### src/rtl/core_pkg.sv
// Shared core-wide constants and types used by the decode-stage scoreboard.
package core_pkg;

   localparam int NREG_DEF  = 32;
   localparam int LAT_W_DEF = 3;

   typedef logic [$clog2(NREG_DEF)-1:0] reg_idx_t;

endpackage : core_pkg

### src/rtl/sb_entry.sv
// One scoreboard entry: pending flag plus remaining-latency counter for a
// single architectural register.
module sb_entry
   import core_pkg::*;
#(
   parameter int LAT_W = LAT_W_DEF
) (
   input  logic             Clk,
   input  logic             Rst_n,
   input  logic             i_flush,
   input  logic             i_load,
   input  logic [LAT_W-1:0] i_lat,
   input  logic             i_wb_hit,
   output logic             o_pend,
   output logic             o_pend_nxt,
   output logic [LAT_W-1:0] o_cnt
);

   logic             r_pend;
   logic [LAT_W-1:0] r_cnt;
   logic             w_pend_nxt;
   logic [LAT_W-1:0] w_cnt_nxt;

   // Next state: flush beats a new producer, a new producer beats write-back,
   // otherwise count down towards zero and stop there.
   always_comb begin
      w_pend_nxt = r_pend;
      w_cnt_nxt  = r_cnt;
      if (i_flush) begin
         w_pend_nxt = 1'b0;
         w_cnt_nxt  = '0;
      end else if (i_load) begin
         w_pend_nxt = 1'b1;
         w_cnt_nxt  = i_lat;
      end else if (i_wb_hit) begin
         w_pend_nxt = 1'b0;
         w_cnt_nxt  = '0;
      end else if (r_cnt != '0) begin
         w_cnt_nxt = r_cnt - LAT_W'(1);
      end
   end

   // Entry state register.
   // NOTE: state uses non-blocking assignments so every entry samples the
   // same pre-edge values regardless of evaluation order.
   always_ff @(posedge Clk or negedge Rst_n) begin
      if (!Rst_n) begin
         r_pend <= 1'b0;
         r_cnt  <= '0;
      end else begin
         r_pend <= w_pend_nxt;
         r_cnt  <= w_cnt_nxt;
      end
   end

   assign o_pend     = r_pend;
   assign o_pend_nxt = w_pend_nxt;
   assign o_cnt      = r_cnt;

endmodule : sb_entry

### src/rtl/id_scoreboard.sv
// Decode-stage register-hazard scoreboard: tracks a pending producer and its
// remaining latency per register, and drives the decode stall and the
// per-source forwarding selects.
module id_scoreboard
   import core_pkg::*;
#(
   parameter  int NREG  = NREG_DEF,
   parameter  int NRP   = 2,
   parameter  int NWB   = 1,
   parameter  int LAT_W = LAT_W_DEF,
   localparam int RW    = $clog2(NREG),
   localparam int CW    = $clog2(NREG + 1)
) (
   input  logic              Clk,
   input  logic              Rst_n,
   input  logic              iss_valid,
   input  logic [NRP*RW-1:0] iss_src,
   input  logic [NRP-1:0]    iss_src_used,
   input  logic              iss_wr_en,
   input  logic [RW-1:0]     iss_wr_reg,
   input  logic [LAT_W-1:0]  iss_lat,
   input  logic              flush,
   input  logic [NWB-1:0]    wb_valid,
   input  logic [NWB*RW-1:0] wb_reg,
   output logic              stall,
   output logic [NRP-1:0]    src_fwd,
   output logic [NREG-1:0]   busy,
   output logic [CW-1:0]     pend_cnt
);

   logic [NREG-1:0]  w_pend;
   logic [NREG-1:0]  w_pend_nxt;
   logic [NREG-1:0]  w_wb_hit;
   logic [NREG-1:0]  w_pend_eff;
   logic [LAT_W-1:0] w_cnt [NREG];
   logic             w_blocked;
   logic             w_waw;
   logic             w_accept;
   logic [CW-1:0]    w_pop;
   logic [CW-1:0]    r_pend_cnt;

   // Decode write-back destinations into a per-register hit vector; several
   // ports naming the same register collapse into one clear.
   // NOTE: every variable driven here gets a default first so no latch is
   // inferred for the bits the loop does not touch.
   always_comb begin
      w_wb_hit = '0;
      for (int j = 0; j < NWB; j++) begin
         if (wb_valid[j]) w_wb_hit[wb_reg[j*RW +: RW]] = 1'b1;
      end
   end

   // A same-cycle write-back makes the register readable from the register file.
   assign w_pend_eff = w_pend & ~w_wb_hit;

   // Per-source hazard check: still counting means stall, counted out means forward.
   always_comb begin
      logic [RW-1:0] v_src;
      v_src     = '0;
      w_blocked = 1'b0;
      src_fwd   = '0;
      for (int k = 0; k < NRP; k++) begin
         v_src = iss_src[k*RW +: RW];
         if (iss_src_used[k] && (v_src != '0) && w_pend_eff[v_src]) begin
            if (w_cnt[v_src] != '0) w_blocked  = 1'b1;
            else                    src_fwd[k] = 1'b1;
         end
      end
      w_waw = iss_wr_en && w_pend_eff[iss_wr_reg] && (w_cnt[iss_wr_reg] != '0);
      stall = iss_valid && (w_blocked || w_waw);
   end

   assign w_accept = iss_valid & ~stall;

   // One entry per register; register 0 is hard-wired zero and never pending.
   for (genvar r = 0; r < NREG; r++) begin : g_entry
      if (r == 0) begin : g_zero
         assign w_pend[r]     = 1'b0;
         assign w_pend_nxt[r] = 1'b0;
         assign w_cnt[r]      = '0;
      end else begin : g_live
         sb_entry #(
            .LAT_W (LAT_W)
         ) u_entry (
            .Clk        (Clk),
            .Rst_n      (Rst_n),
            .i_flush    (flush),
            .i_load     (w_accept && iss_wr_en && (iss_wr_reg == RW'(r))),
            .i_lat      (iss_lat),
            .i_wb_hit   (w_wb_hit[r]),
            .o_pend     (w_pend[r]),
            .o_pend_nxt (w_pend_nxt[r]),
            .o_cnt      (w_cnt[r])
         );
      end
   end

   // Popcount of the next pending vector so the count lands with busy.
   always_comb begin
      w_pop = '0;
      for (int r = 0; r < NREG; r++) w_pop = w_pop + CW'(w_pend_nxt[r]);
   end

   // Pending-count register.
   always_ff @(posedge Clk or negedge Rst_n) begin
      if (!Rst_n) r_pend_cnt <= '0;
      else        r_pend_cnt <= w_pop;
   end

   assign busy     = w_pend;
   assign pend_cnt = r_pend_cnt;

endmodule : id_scoreboard

### config.mk
export PLATFORM = sky130hd
export DESIGN_NAME = id_scoreboard
export DESIGN_NICKNAME = d
export VERILOG_FILES = /design/src/rtl/core_pkg.sv /design/src/rtl/sb_entry.sv /design/src/rtl/id_scoreboard.sv
export SDC_FILE = /design/constraint.sdc
export NUM_CORES = 1
export LEC_CHECK = 0
export CORE_MARGIN = 4
export CORE_UTILIZATION = 35
export CTS_BUF_LIST = sky130_fd_sc_hd__clkbuf_4 sky130_fd_sc_hd__clkbuf_8
export DETAILED_ROUTE_END_ITERATION = 6
export GPL_TIMING_DRIVEN = 0
export PLACE_DENSITY = 0.62
export SLEW_MARGIN = 15
export SYNTH_ARGS = -nofsm -noshare
export SYNTH_HDL_FRONTEND = slang
export SYNTH_SLANG_ARGS = --single-unit
### constraint.sdc
create_clock -name Clk -period 7.65 [get_ports Clk]
set_clock_uncertainty 0.1 [all_clocks]
set_input_delay 1.53 -clock Clk [delete_from_list [all_inputs] [get_ports Clk]]
set_output_delay 1.53 -clock Clk [all_outputs]
set_load 0.02 [all_outputs]
==> results of run 1 <==
==> area by class of cell <==
cell class | instances | area [um2]
Fill cell | 3073 | 17400
Multi-Input combinational cell | 948 | 7520
Sequential cell | 130 | 3250
Timing Repair Buffer | 142 | 1330
Buffer | 93 | 747
Tap cell | 435 | 544
Inverter | 131 | 504
Clock buffer | 19 | 262
Clock inverter | 13 | 208
==> routing by layer <==
metal / GRT usage, % / vias up / share of wire, %
li1: - / 4834 / -
met1: 32.5 / 5376 / 42
met2: 39.2 / 490 / 46
met3: 6.03 / 109 / 8.6
met4: 7.96 / 0 / 3.7
met5: 0 / - / 0
==> critical path, cell delays in order <==
cell and delay [ns]:
sky130_fd_sc_hd__buf_6 0.10, sky130_fd_sc_hd__buf_8 0.12, sky130_fd_sc_hd__buf_4 0.13, sky130_fd_sc_hd__buf_4 0.13, sky130_fd_sc_hd__nand4b_1 0.10, sky130_fd_sc_hd__buf_6 0.15
sky130_fd_sc_hd__o21ai_4 0.10, sky130_fd_sc_hd__mux4_2 0.47, sky130_fd_sc_hd__o211a_1 0.27, sky130_fd_sc_hd__o311ai_4 0.45, sky130_fd_sc_hd__a221oi_4 0.15, sky130_fd_sc_hd__buf_6 0.17
sky130_fd_sc_hd__buf_12 0.14, sky130_fd_sc_hd__nand4_4 0.17, sky130_fd_sc_hd__a21oi_4 0.10, sky130_fd_sc_hd__fa_1 0.58, sky130_fd_sc_hd__fa_2 0.45, sky130_fd_sc_hd__fa_1 0.53
sky130_fd_sc_hd__fa_2 0.45, sky130_fd_sc_hd__fa_1 0.49, sky130_fd_sc_hd__inv_1 0.05, sky130_fd_sc_hd__fa_1 0.53, sky130_fd_sc_hd__fa_2 0.21, sky130_fd_sc_hd__inv_2 0.05
sky130_fd_sc_hd__fa_2 0.35, sky130_fd_sc_hd__a21o_1 0.20, sky130_fd_sc_hd__a21oi_2 0.13, sky130_fd_sc_hd__xnor2_1 0.14
==> synth_stat cells (3+ instances only) <==
library cell / instances / share of area [%]
sky130_fd_sc_hd__inv_1: 127 / 4.2
sky130_fd_sc_hd__a211oi_1: 5 / 0.33
sky130_fd_sc_hd__nor4_1: 11 / 0.61
sky130_fd_sc_hd__mux2i_1: 100 / 8.8
sky130_fd_sc_hd__nor3_1: 41 / 1.8
sky130_fd_sc_hd__a31oi_1: 5 / 0.28
sky130_fd_sc_hd__nand4_1: 10 / 0.55
sky130_fd_sc_hd__a311oi_1: 3 / 0.23
sky130_fd_sc_hd__a21o_1: 23 / 1.5
sky130_fd_sc_hd__a32oi_1: 7 / 0.54
sky130_fd_sc_hd__or3_1: 8 / 0.44
sky130_fd_sc_hd__o31ai_1: 4 / 0.26
sky130_fd_sc_hd__nor2b_1: 10 / 0.55
sky130_fd_sc_hd__nor2_1: 83 / 2.7
sky130_fd_sc_hd__o22ai_1: 5 / 0.28
sky130_fd_sc_hd__nand2_1: 194 / 6.4
sky130_fd_sc_hd__o211a_1: 4 / 0.35
sky130_fd_sc_hd__buf_6: 6 / 0.60
sky130_fd_sc_hd__buf_4: 32 / 2.1
sky130_fd_sc_hd__o2111ai_1: 5 / 0.39
sky130_fd_sc_hd__clkinv_1: 4 / 0.13
sky130_fd_sc_hd__o32ai_1: 7 / 0.54
sky130_fd_sc_hd__clkbuf_1: 47 / 1.6
sky130_fd_sc_hd__nand4b_1: 4 / 0.31
sky130_fd_sc_hd__dfrtp_1: 130 / 29
sky130_fd_sc_hd__ha_1: 69 / 7.6
sky130_fd_sc_hd__nand3_1: 13 / 0.57
sky130_fd_sc_hd__fa_1: 23 / 4.1
sky130_fd_sc_hd__a21oi_1: 60 / 2.6
sky130_fd_sc_hd__o211ai_1: 12 / 0.79
sky130_fd_sc_hd__nand2b_1: 14 / 0.77
sky130_fd_sc_hd__nand3_4: 24 / 3.7
sky130_fd_sc_hd__nand4_4: 5 / 0.94
sky130_fd_sc_hd__buf_1: 5 / 0.17
sky130_fd_sc_hd__xor2_1: 4 / 0.31
sky130_fd_sc_hd__mux4_2: 15 / 3.0
sky130_fd_sc_hd__buf_2: 5 / 0.22
sky130_fd_sc_hd__xnor2_1: 32 / 2.5
sky130_fd_sc_hd__and2_1: 4 / 0.22
sky130_fd_sc_hd__o21ai_0: 99 / 4.4
sky130_fd_sc_hd__nand4bb_1: 3 / 0.30
==> kinds of logic after synthesis <==
group	count (synthesis)	share of synthesized area, %
AOI/OAI and AO/OA	267	14.9
buffers and inverters	226	8.99
adders and majority gates	92	11.7
other	1	0.0331
DFF	130	28.7
muxes	117	12.0
xor gates and xnor gates	36	2.78
and+or+nand+nor	435	20.9
==> worst paths after layout <==
kind                                                     start                                   to  cells past startpoint
min                        g_entry[16].g_live.u_entry.o_cnt[0]  g_entry[16].g_live.u_entry.o_cnt[0]                      3
max in group asynchronous                                Rst_n   g_entry[1].g_live.u_entry.o_cnt[1]                      2
max reg2reg                g_entry[10].g_live.u_entry.o_cnt[0]                          pend_cnt[4]                     26
min reg2reg                g_entry[16].g_live.u_entry.o_cnt[0]  g_entry[16].g_live.u_entry.o_cnt[0]                      3
max                                                  wb_reg[4]                          pend_cnt[4]                     28
min in group asynchronous                                Rst_n  g_entry[30].g_live.u_entry.o_cnt[2]                      1
==> through the flow <==
stage	total power, W	cells	area [um2]	setup slack (ns)
after floorplan	0.00219	1304	11400	-0.508
after global placement	0.00256	1802	12600	-2.65
after detailed placement	0.00263	1803	12600	-2.66
after CTS	0.00343	1884	14000	-0.649
after global routing	0.00374	1911	14400	-0.676
final	0.00346	1911	14400	-0.531
==> report_power, final <==
part           internal [W]  total [W]  switching, W
clock network      0.000405   0.000722      0.000317
logic              0.000757    0.00173      0.000972
registers          0.000860    0.00101      0.000150
==> flip-flops by register name, summed over array words and instances, names as in the netlist <==
signal,count
pend_cnt,6
g_entry.g_live.u_entry.o_cnt,93
g_entry.g_live.u_entry.o_pend,31
==> what timing repair did <==
action / in CTS / in global routing
endpoints found under the hold margin: 0 / 0
endpoints found under the setup margin: 8 / 6
pin swaps: 30 / 34
setup buffers: 51 / 28
resized for setup: 154 / 66
hold buffers: 0 / 0
==> impl_metrics.toml, run 1 <==
[status]
run_status = "finished with violations"
violations_in_the_final_reports = "setup timing"

[finish]
final_net_count = 1586
layout.core_utilization_pct = 45.2
final_common_cell = "sky130_fd_sc_hd__nand2_1"
commonest_non_fill_non_tap_cells_in_the_layout = "sky130_fd_sc_hd__nand2_1, sky130_fd_sc_hd__dfrtp_1, sky130_fd_sc_hd__inv_1, sky130_fd_sc_hd__buf_4, sky130_fd_sc_hd__mux2i_1"
area_delta_synth_final_pct = 26.7
layout-drive-gt1-share_pct = 20.7
diodes = 0

[drt]
route.final.wire_length_um = 43800
route.vias.total = 10809
drt_drc_violations_left = 0
drt_pass1_iterations = 5
ant_nets = 0
routedWlPerCell_um = 22.9
viasPerCell = 5.66
first_iter_violations = 1144

[grt]
grt_max_degree = 83
first_global_vias = 10792
grt_remaining_overflow = 0
antenna_found_initial = 0
grt_use_total_pct = 24.4
grt_pass1_wl_um = 65900

[worst_setup_path]
cp.arrival_ns = 8.47
critical_path_peak_fanout = 7
start_kind = "input port"
setup.worst_path.end_class = "register"
timing.critical_path.required_ns = 7.94
ff2ff_setup_slack_ns = 0.14
timing.setup.critical_path_class = "in2reg"

[floorplanning]
placement_rows = 65
floorplan.die_area_mm2 = 0.0354
top_level_ports = 72
core_region_area_mm2 = 0.0318
initial_core_util_pct = 35.7
die_width_um = 188
die_y_um = 188

[clocking]
clock_insertion_delay_worst_skew_ns = 0.48
cts_root_buffer = "sky130_fd_sc_hd__clkbuf_8"
tritoncts_clock_tree = "done"
cts_max_path_buffers = 2
h-tree-depth = 4
cts.clk_slew.worst_paths_ns = 0.08
total_cts_buffers = 17
tritoncts_num_sinks = 130

[sta]
maxSlewHeadroom_pct = 23.0
post_route_minimum_period_ns = 8.18
slew_violations = 0
totalNegativeSetupSlack_ns = -2.21
tightestPinTransition_ns = 1.15
grt_setup_unrepaired = "true"
setup_viol = 6
timing.final.ws_setup_ns = -0.531
fmaxAchievable_ghz = 0.122
hold-worst-slack_ns = 0.520
final.period_utilization_pct = 107
timing.final.hold_violations = 0

[logic_synthesis]
synthesis.yosys.warnings = 0
synth_sequential_area_ratio_pct = 28.7
synth_async_sr_flop_share_pct = 100
synthesis.nets = 1427
count_of_state_elements_after_synthesis = 130
synth_cell_type_count = 73
syn_avg_cell_area_um2 = 8.70
post_synth_inst_count = 1304
syn_area_mm2 = 0.0113
synthFlopType = "sky130_fd_sc_hd__dfrtp_1"
synth_enable_flop_cells = 0

[place]
port_buffers = 63
place_congestion = 1.02
hpwlAfterDp_um = 33500

[pwr]
p_per_area_mw_per_mm2 = 241
irDropWorstVdd_mv = 0.101
p_leak_nw = 6.51

[job]
timing.max_cap.violations = 0

[hold_path]
worstHoldPathType = "reg2reg"
(Power assumes the default switching activity.)
==> run 2: changes to the inputs <==
--- a/config.mk
+++ b/config.mk
@@ -5,11 +5,13 @@
 export SDC_FILE = /design/constraint.sdc
 export NUM_CORES = 1
 export LEC_CHECK = 0
+export CORE_ASPECT_RATIO = 0.9
 export CORE_MARGIN = 4
 export CORE_UTILIZATION = 35
 export CTS_BUF_LIST = sky130_fd_sc_hd__clkbuf_4 sky130_fd_sc_hd__clkbuf_8
 export DETAILED_ROUTE_END_ITERATION = 6
 export GPL_TIMING_DRIVEN = 0
+export HOLD_SLACK_MARGIN = 0.06
 export PLACE_DENSITY = 0.62
 export SLEW_MARGIN = 15
 export SYNTH_ARGS = -nofsm -noshare
==> run 2 against run 1 <==
The run still ends with setup timing left. Sequential power is essentially flat. Combinational power is essentially flat. Total power shrank 1.5%. Sequential share of layout area grew 0.42 points. Setup slack lost 0.051 ns. First-iteration DRC count grew 11%. Utilization shrank 1.0 points. Global-route usage grew 1.0 points. Register-to-register slack lost 0.20 ns. Via count is essentially flat. Die area is essentially flat. Sequential cell count is the same. Largest power group unchanged.
==> impl_metrics.toml, run 2 (synthesis results as in run 1) <==
[sta]
timing.final.ws_setup_ns = -0.581
tightestPinTransition_ns = 1.06
totalNegativeSetupSlack_ns = -2.10
post_route_minimum_period_ns = 8.23
slew_violations = 0
setup_viol = 6
timing.final.hold_violations = 0
final.period_utilization_pct = 108
fmaxAchievable_ghz = 0.121
grt_setup_unrepaired = "true"
maxSlewHeadroom_pct = 29.2

[worst_setup_path]
timing.setup.critical_path_class = "in2reg"
cp.arrival_ns = 8.53
setup.worst_path.end_class = "register"
critical_path.slowest_cell = "sky130_fd_sc_hd__fa_1"
regToRegStartpoint = "g_entry[26].g_live.u_entry.o_cnt[0]"
max_stage_delay_ns = 0.55
critical_path_peak_fanout = 10
worst_setup_path_startpoint = "iss_src[5]"
timing.critical_path.required_ns = 7.95
critPathMostFrequentCell = "sky130_fd_sc_hd__fa_1"
start_kind = "input port"
ff2ff_setup_slack_ns = -0.06

[grt]
antenna_found_initial = 0
grt_remaining_overflow = 0
first_global_vias = 10667
grt_use_total_pct = 25.5
grt_max_degree = 82
grt_pass1_wl_um = 67000

[place]
post-place-ws_ns = -2.76
hpwlAfterDp_um = 34000
place_congestion = 1.01
port_buffers = 63
placed_cell_area_mm2 = 0.0126

[finish]
diodes = 0
largest_register_ff_count = 93
final_common_cell = "sky130_fd_sc_hd__nand2_1"
post-route-cell-area_mm2 = 0.0141
final_net_count = 1563
commonest_non_fill_non_tap_cells_in_the_layout = "sky130_fd_sc_hd__nand2_1, sky130_fd_sc_hd__dfrtp_1, sky130_fd_sc_hd__inv_1, sky130_fd_sc_hd__mux2i_1, sky130_fd_sc_hd__buf_4"
layout-drive-gt1-share_pct = 19.5
area_delta_synth_final_pct = 24.4

[clocking]
cts_max_path_buffers = 2
cts.clk_slew.worst_paths_ns = 0.08
tritoncts_num_sinks = 130
postCtsHoldBufs = 0
tritoncts_clock_tree = "done"
total_cts_buffers = 17
cts_root_buffer = "sky130_fd_sc_hd__clkbuf_8"
h-tree-depth = 4
clock_insertion_delay_worst_skew_ns = 0.49

[drt]
first_iter_violations = 1266
route.vias.total = 10817
viasPerCell = 5.79
routedWlPerCell_um = 24.2
ant_nets = 0
route.final.wire_length_um = 45100
drt_drc_violations_left = 0
drt_pass1_iterations = 6

[floorplanning]
top_level_ports = 72
placement_rows = 62
floorplan.die_area_mm2 = 0.0354
initial_core_util_pct = 35.5
die_width_um = 198
core_region_area_mm2 = 0.0320
die_y_um = 179

[hold_path]
worstHoldPathType = "reg2reg"
hold_path_startpoint = "g_entry[8].g_live.u_entry.o_cnt[0]"

[job]
timing.max_cap.violations = 0

[status]
violations_in_the_final_reports = "setup timing"
run_status = "finished with violations"

[pwr]
p_per_area_mw_per_mm2 = 241
irDropWorstVdd_mv = 0.209
p_leak_nw = 6.39
-- run 2: power breakdown --
part,internal [W],leakage (nW),switching (W)
clock,0.000362,0.218,0.000307
combinational,0.000741,4.43,0.000988
sequential,0.000861,1.73,0.000150
-- run 2: final timing paths --
path | end | cells after the start
setup / recovery | pend_cnt[4] | 27
hold / removal | g_entry[8].g_live.u_entry.o_cnt[0] | 3
setup reg to reg | pend_cnt[4] | 26
hold reg to reg | g_entry[8].g_live.u_entry.o_cnt[0] | 3
max in group asynchronous | g_entry[9].g_live.u_entry.o_cnt[0] | 2
min in group asynchronous | pend_cnt[2] | 1
-- run 2: cell type report --
type | instances | area (um2)
Inverter | 131 | 500
Timing Repair Buffer | 119 | 1130
Clock buffer | 19 | 255
Multi-Input combinational cell | 949 | 7540
Clock inverter | 11 | 163
Sequential cell | 130 | 3250
Fill cell | 3121 | 17800
Buffer | 92 | 756
Tap cell | 416 | 520
-- run 2: metrics by stage --
step,cells,util [%],power [W],hold WS [ns]
floorplan,1304,-,0.00219,0.472
global placement,1783,39.4,0.00258,0.500
detailed placement,1784,39.5,0.00265,0.507
CTS,1860,43.7,0.00339,0.524
global route,1867,44.2,0.00369,0.560
finish,1867,44.2,0.00341,0.522
-- run 2: metal layers --
metal | vias to the layer above | part of all wire, % | wire [um] | global-route usage [%]
met5 | - | 0 | 0 | 0
met3 | 144 | 8.8 | 3950 | 6.09
met4 | 0 | 5.3 | 2390 | 10.3
met1 | 5273 | 42 | 18900 | 34.2
li1 | 4794 | - | - | -
met2 | 606 | 44 | 19800 | 39.7
-- run 2: critical path: cells and delay by family --
family / cells / cell delay [ns]
adder cells (fa/ha/maj): 8 / 3.57
AO/OA/AOI/OAI: 7 / 1.55
buffers and inverters: 9 / 1.44
AND/OR/NAND/NOR: 2 / 0.26
XOR/XNOR: 1 / 0.14
-- run 2: repair_timing --
action / CTS / global route
setup endpoints to repair: 8 / 6
hold endpoints to repair: 0 / 0
pin swaps: 36 / 25
buffers inserted: 45 / 7
gates resized for setup: 186 / 23
cloned: 3 / 1
==> run 3: changes to the inputs <==
--- a/config.mk
+++ b/config.mk
@@ -17,3 +17,4 @@
 export SYNTH_ARGS = -nofsm -noshare
 export SYNTH_HDL_FRONTEND = slang
 export SYNTH_SLANG_ARGS = --single-unit
+export TNS_END_PERCENT = 10
==> run 3 against run 2 <==
The flow still finishes with violations (setup timing). Register-to-register slack better by 0.07 ns. Global-route usage fell by 0.20 points. Sequential share of layout area is essentially flat. First-iteration DRC count fell by 17%. Sequential cell count did not move. Via count down 0.92%. Sequential power hardly changed. Total power up 0.66%. Clock-buffer cell count is the same. Routed wire length is 1.5% lower. Final area is 0.13% lower.
==> impl_metrics.toml, run 3 (synthesis results as in run 1) <==
[status]
run_status = "finished with violations"
violations_in_the_final_reports = "setup timing"

[clocking]
cts_root_buffer = "sky130_fd_sc_hd__clkbuf_8"
postCtsHoldBufs = 0
tritoncts_clock_tree = "done"
cts.clk_slew.worst_paths_ns = 0.08
h-tree-depth = 4
clock_insertion_delay_worst_skew_ns = 0.49
cts_max_path_buffers = 2
total_cts_buffers = 17
tritoncts_num_sinks = 130

[sta]
final.period_utilization_pct = 107
timing.final.hold_violations = 0
slew_violations = 0
timing.final.ws_setup_ns = -0.550
setup_viol = 6
grt_setup_unrepaired = "true"
fmaxAchievable_ghz = 0.122
tightestPinTransition_ns = 1.13
maxSlewHeadroom_pct = 24.4
hold-worst-slack_ns = 0.519
post_route_minimum_period_ns = 8.20
totalNegativeSetupSlack_ns = -2.44

[finish]
post-route-cell-area_mm2 = 0.0141
largest_register_ff_count = 93
final_net_count = 1567
final_common_cell = "sky130_fd_sc_hd__nand2_1"
layout.core_utilization_pct = 44.1
layout-drive-gt1-share_pct = 19.1
area_delta_synth_final_pct = 24.3
commonest_non_fill_non_tap_cells_in_the_layout = "sky130_fd_sc_hd__nand2_1, sky130_fd_sc_hd__dfrtp_1, sky130_fd_sc_hd__inv_1, sky130_fd_sc_hd__mux2i_1, sky130_fd_sc_hd__buf_4"
diodes = 0
fill_cells = 3157

[grt]
grt_pass1_wl_um = 66600
grtUsageMet2_pct = 38.5
met1_usage_pct = 35.5
grt_use_total_pct = 25.3
grt_remaining_overflow = 0
grtUsageMet3_pct = 5.69
grt_most_used_layer = "met2"
antenna_found_initial = 0
first_global_vias = 10577
grt_max_degree = 76

[place]
hpwlAfterDp_um = 33900
place_congestion = 1.02
placed_cell_area_mm2 = 0.0126
port_buffers = 63

[worst_setup_path]
cp_top_family = "adder cells"
timing.setup.critical_path_class = "in2reg"
critical_path_peak_fanout = 10
setup.worst_path.end_class = "register"
max_stage_delay_ns = 0.55
start_kind = "input port"
worst-path-buf-inv = 8
timing.critical_path.required_ns = 7.95
cp.arrival_ns = 8.50
critical_path.slowest_cell = "sky130_fd_sc_hd__fa_2"

[floorplanning]
die_y_um = 179
floorplan.die_area_mm2 = 0.0354
top_level_ports = 72
initial_core_util_pct = 35.5
core_region_area_mm2 = 0.0320
die_width_um = 198
placement_rows = 62

[hold_path]
worstHoldPathType = "reg2reg"

[drt]
drt_pass1_iterations = 6
routedWlPerCell_um = 23.7
route.final.wire_length_um = 44400
ant_nets = 0
drt_drc_violations_left = 0
first_iter_violations = 1053
route.vias.total = 10718
viasPerCell = 5.72

[job]
timing.max_cap.violations = 0

[pwr]
p_leak_nw = 6.39
irDropWorstVdd_mv = 0.117
p_per_area_mw_per_mm2 = 243
## run 3: per-layer routing
| layer | vias to the layer above | routed length (um) | part of all wire [%] |
|---|---|---|---|
| li1 | 4814 | - | - |
| met1 | 5270 | 19500 | 44 |
| met2 | 547 | 19400 | 44 |
| met3 | 87 | 3970 | 8.9 |
| met4 | 0 | 1480 | 3.3 |
| met5 | - | 0 | 0 |
## run 3: stage by stage
| stage | std cells | setup slack (ns) | power [W] |
|---|---|---|---|
| final | 1873 | -0.550 | 0.00343 |
| after global routing | 1873 | -0.666 | 0.00371 |
| after CTS | 1868 | -0.544 | 0.00340 |
| after detailed placement | 1784 | -2.67 | 0.00263 |
| after global placement | 1783 | -2.67 | 0.00257 |
| after floorplan | 1304 | -0.532 | 0.00219 |
## run 3: worst paths after layout
| path | from | to | slack [ns] | cells after the start |
|---|---|---|---|---|
| worst max register to register | g_entry[11].g_live.u_entry.o_cnt[0] | pend_cnt[4] | 0.01 | 24 |
| max in group asynchronous | Rst_n | g_entry[13].g_live.u_entry.o_cnt[1] | 5.82 | 2 |
| worst min-delay path | g_entry[21].g_live.u_entry.o_cnt[0] | g_entry[21].g_live.u_entry.o_cnt[0] | 0.52 | 3 |
| worst min register to register | g_entry[21].g_live.u_entry.o_cnt[0] | g_entry[21].g_live.u_entry.o_cnt[0] | 0.52 | 3 |
| worst max-delay path | wb_reg[1] | pend_cnt[4] | -0.55 | 27 |
| min in group asynchronous | Rst_n | g_entry[28].g_live.u_entry.o_cnt[2] | 0.86 | 1 |
## run 3: repair_timing
action | CTS | global route
endpoints found under the setup margin | 8 | 6
buffers inserted | 54 | 5
resized for setup | 174 | 23
cloned | 1 | 0
pin swaps | 38 | 10
## run 3: report_power, final
| part | internal, W | switching (W) |
|---|---|---|
| logic | 0.000752 | 0.000983 |
| clock network | 0.000372 | 0.000316 |
| registers | 0.000860 | 0.000148 |
## run 3: worst reg2reg max path, cell delays in order (launching register included)
cell and delay [ns]:
sky130_fd_sc_hd__dfrtp_1 0.41, sky130_fd_sc_hd__nor3_1 0.76, sky130_fd_sc_hd__mux4_2 0.42, sky130_fd_sc_hd__a211oi_1 0.08, sky130_fd_sc_hd__a22o_1 0.26, sky130_fd_sc_hd__a31o_2 0.28
sky130_fd_sc_hd__a221oi_4 0.40, sky130_fd_sc_hd__buf_6 0.18, sky130_fd_sc_hd__buf_12 0.13, sky130_fd_sc_hd__buf_4 0.12, sky130_fd_sc_hd__nand4_4 0.23, sky130_fd_sc_hd__a21oi_4 0.27
sky130_fd_sc_hd__fa_1 0.43, sky130_fd_sc_hd__fa_1 0.47, sky130_fd_sc_hd__fa_2 0.55, sky130_fd_sc_hd__fa_2 0.45, sky130_fd_sc_hd__fa_1 0.49, sky130_fd_sc_hd__inv_1 0.05
sky130_fd_sc_hd__fa_1 0.50, sky130_fd_sc_hd__fa_2 0.19, sky130_fd_sc_hd__inv_2 0.05, sky130_fd_sc_hd__fa_2 0.33, sky130_fd_sc_hd__a21o_1 0.17, sky130_fd_sc_hd__a21oi_2 0.14
sky130_fd_sc_hd__xnor2_1 0.13
## run 3: final cells by class
class                   count  area [um2]  share of cell area, %
plain buffers              92         722                   5.12
clock inverters            13         184                   1.30
repair buffers            124        1160                   8.20
clock buffers              19         262                   1.86
multi-input cells         948        7500                   53.2
well taps                 416         520                   3.69
flip-flops and latches    130        3250                   23.1
inverters                 131         499                   3.54
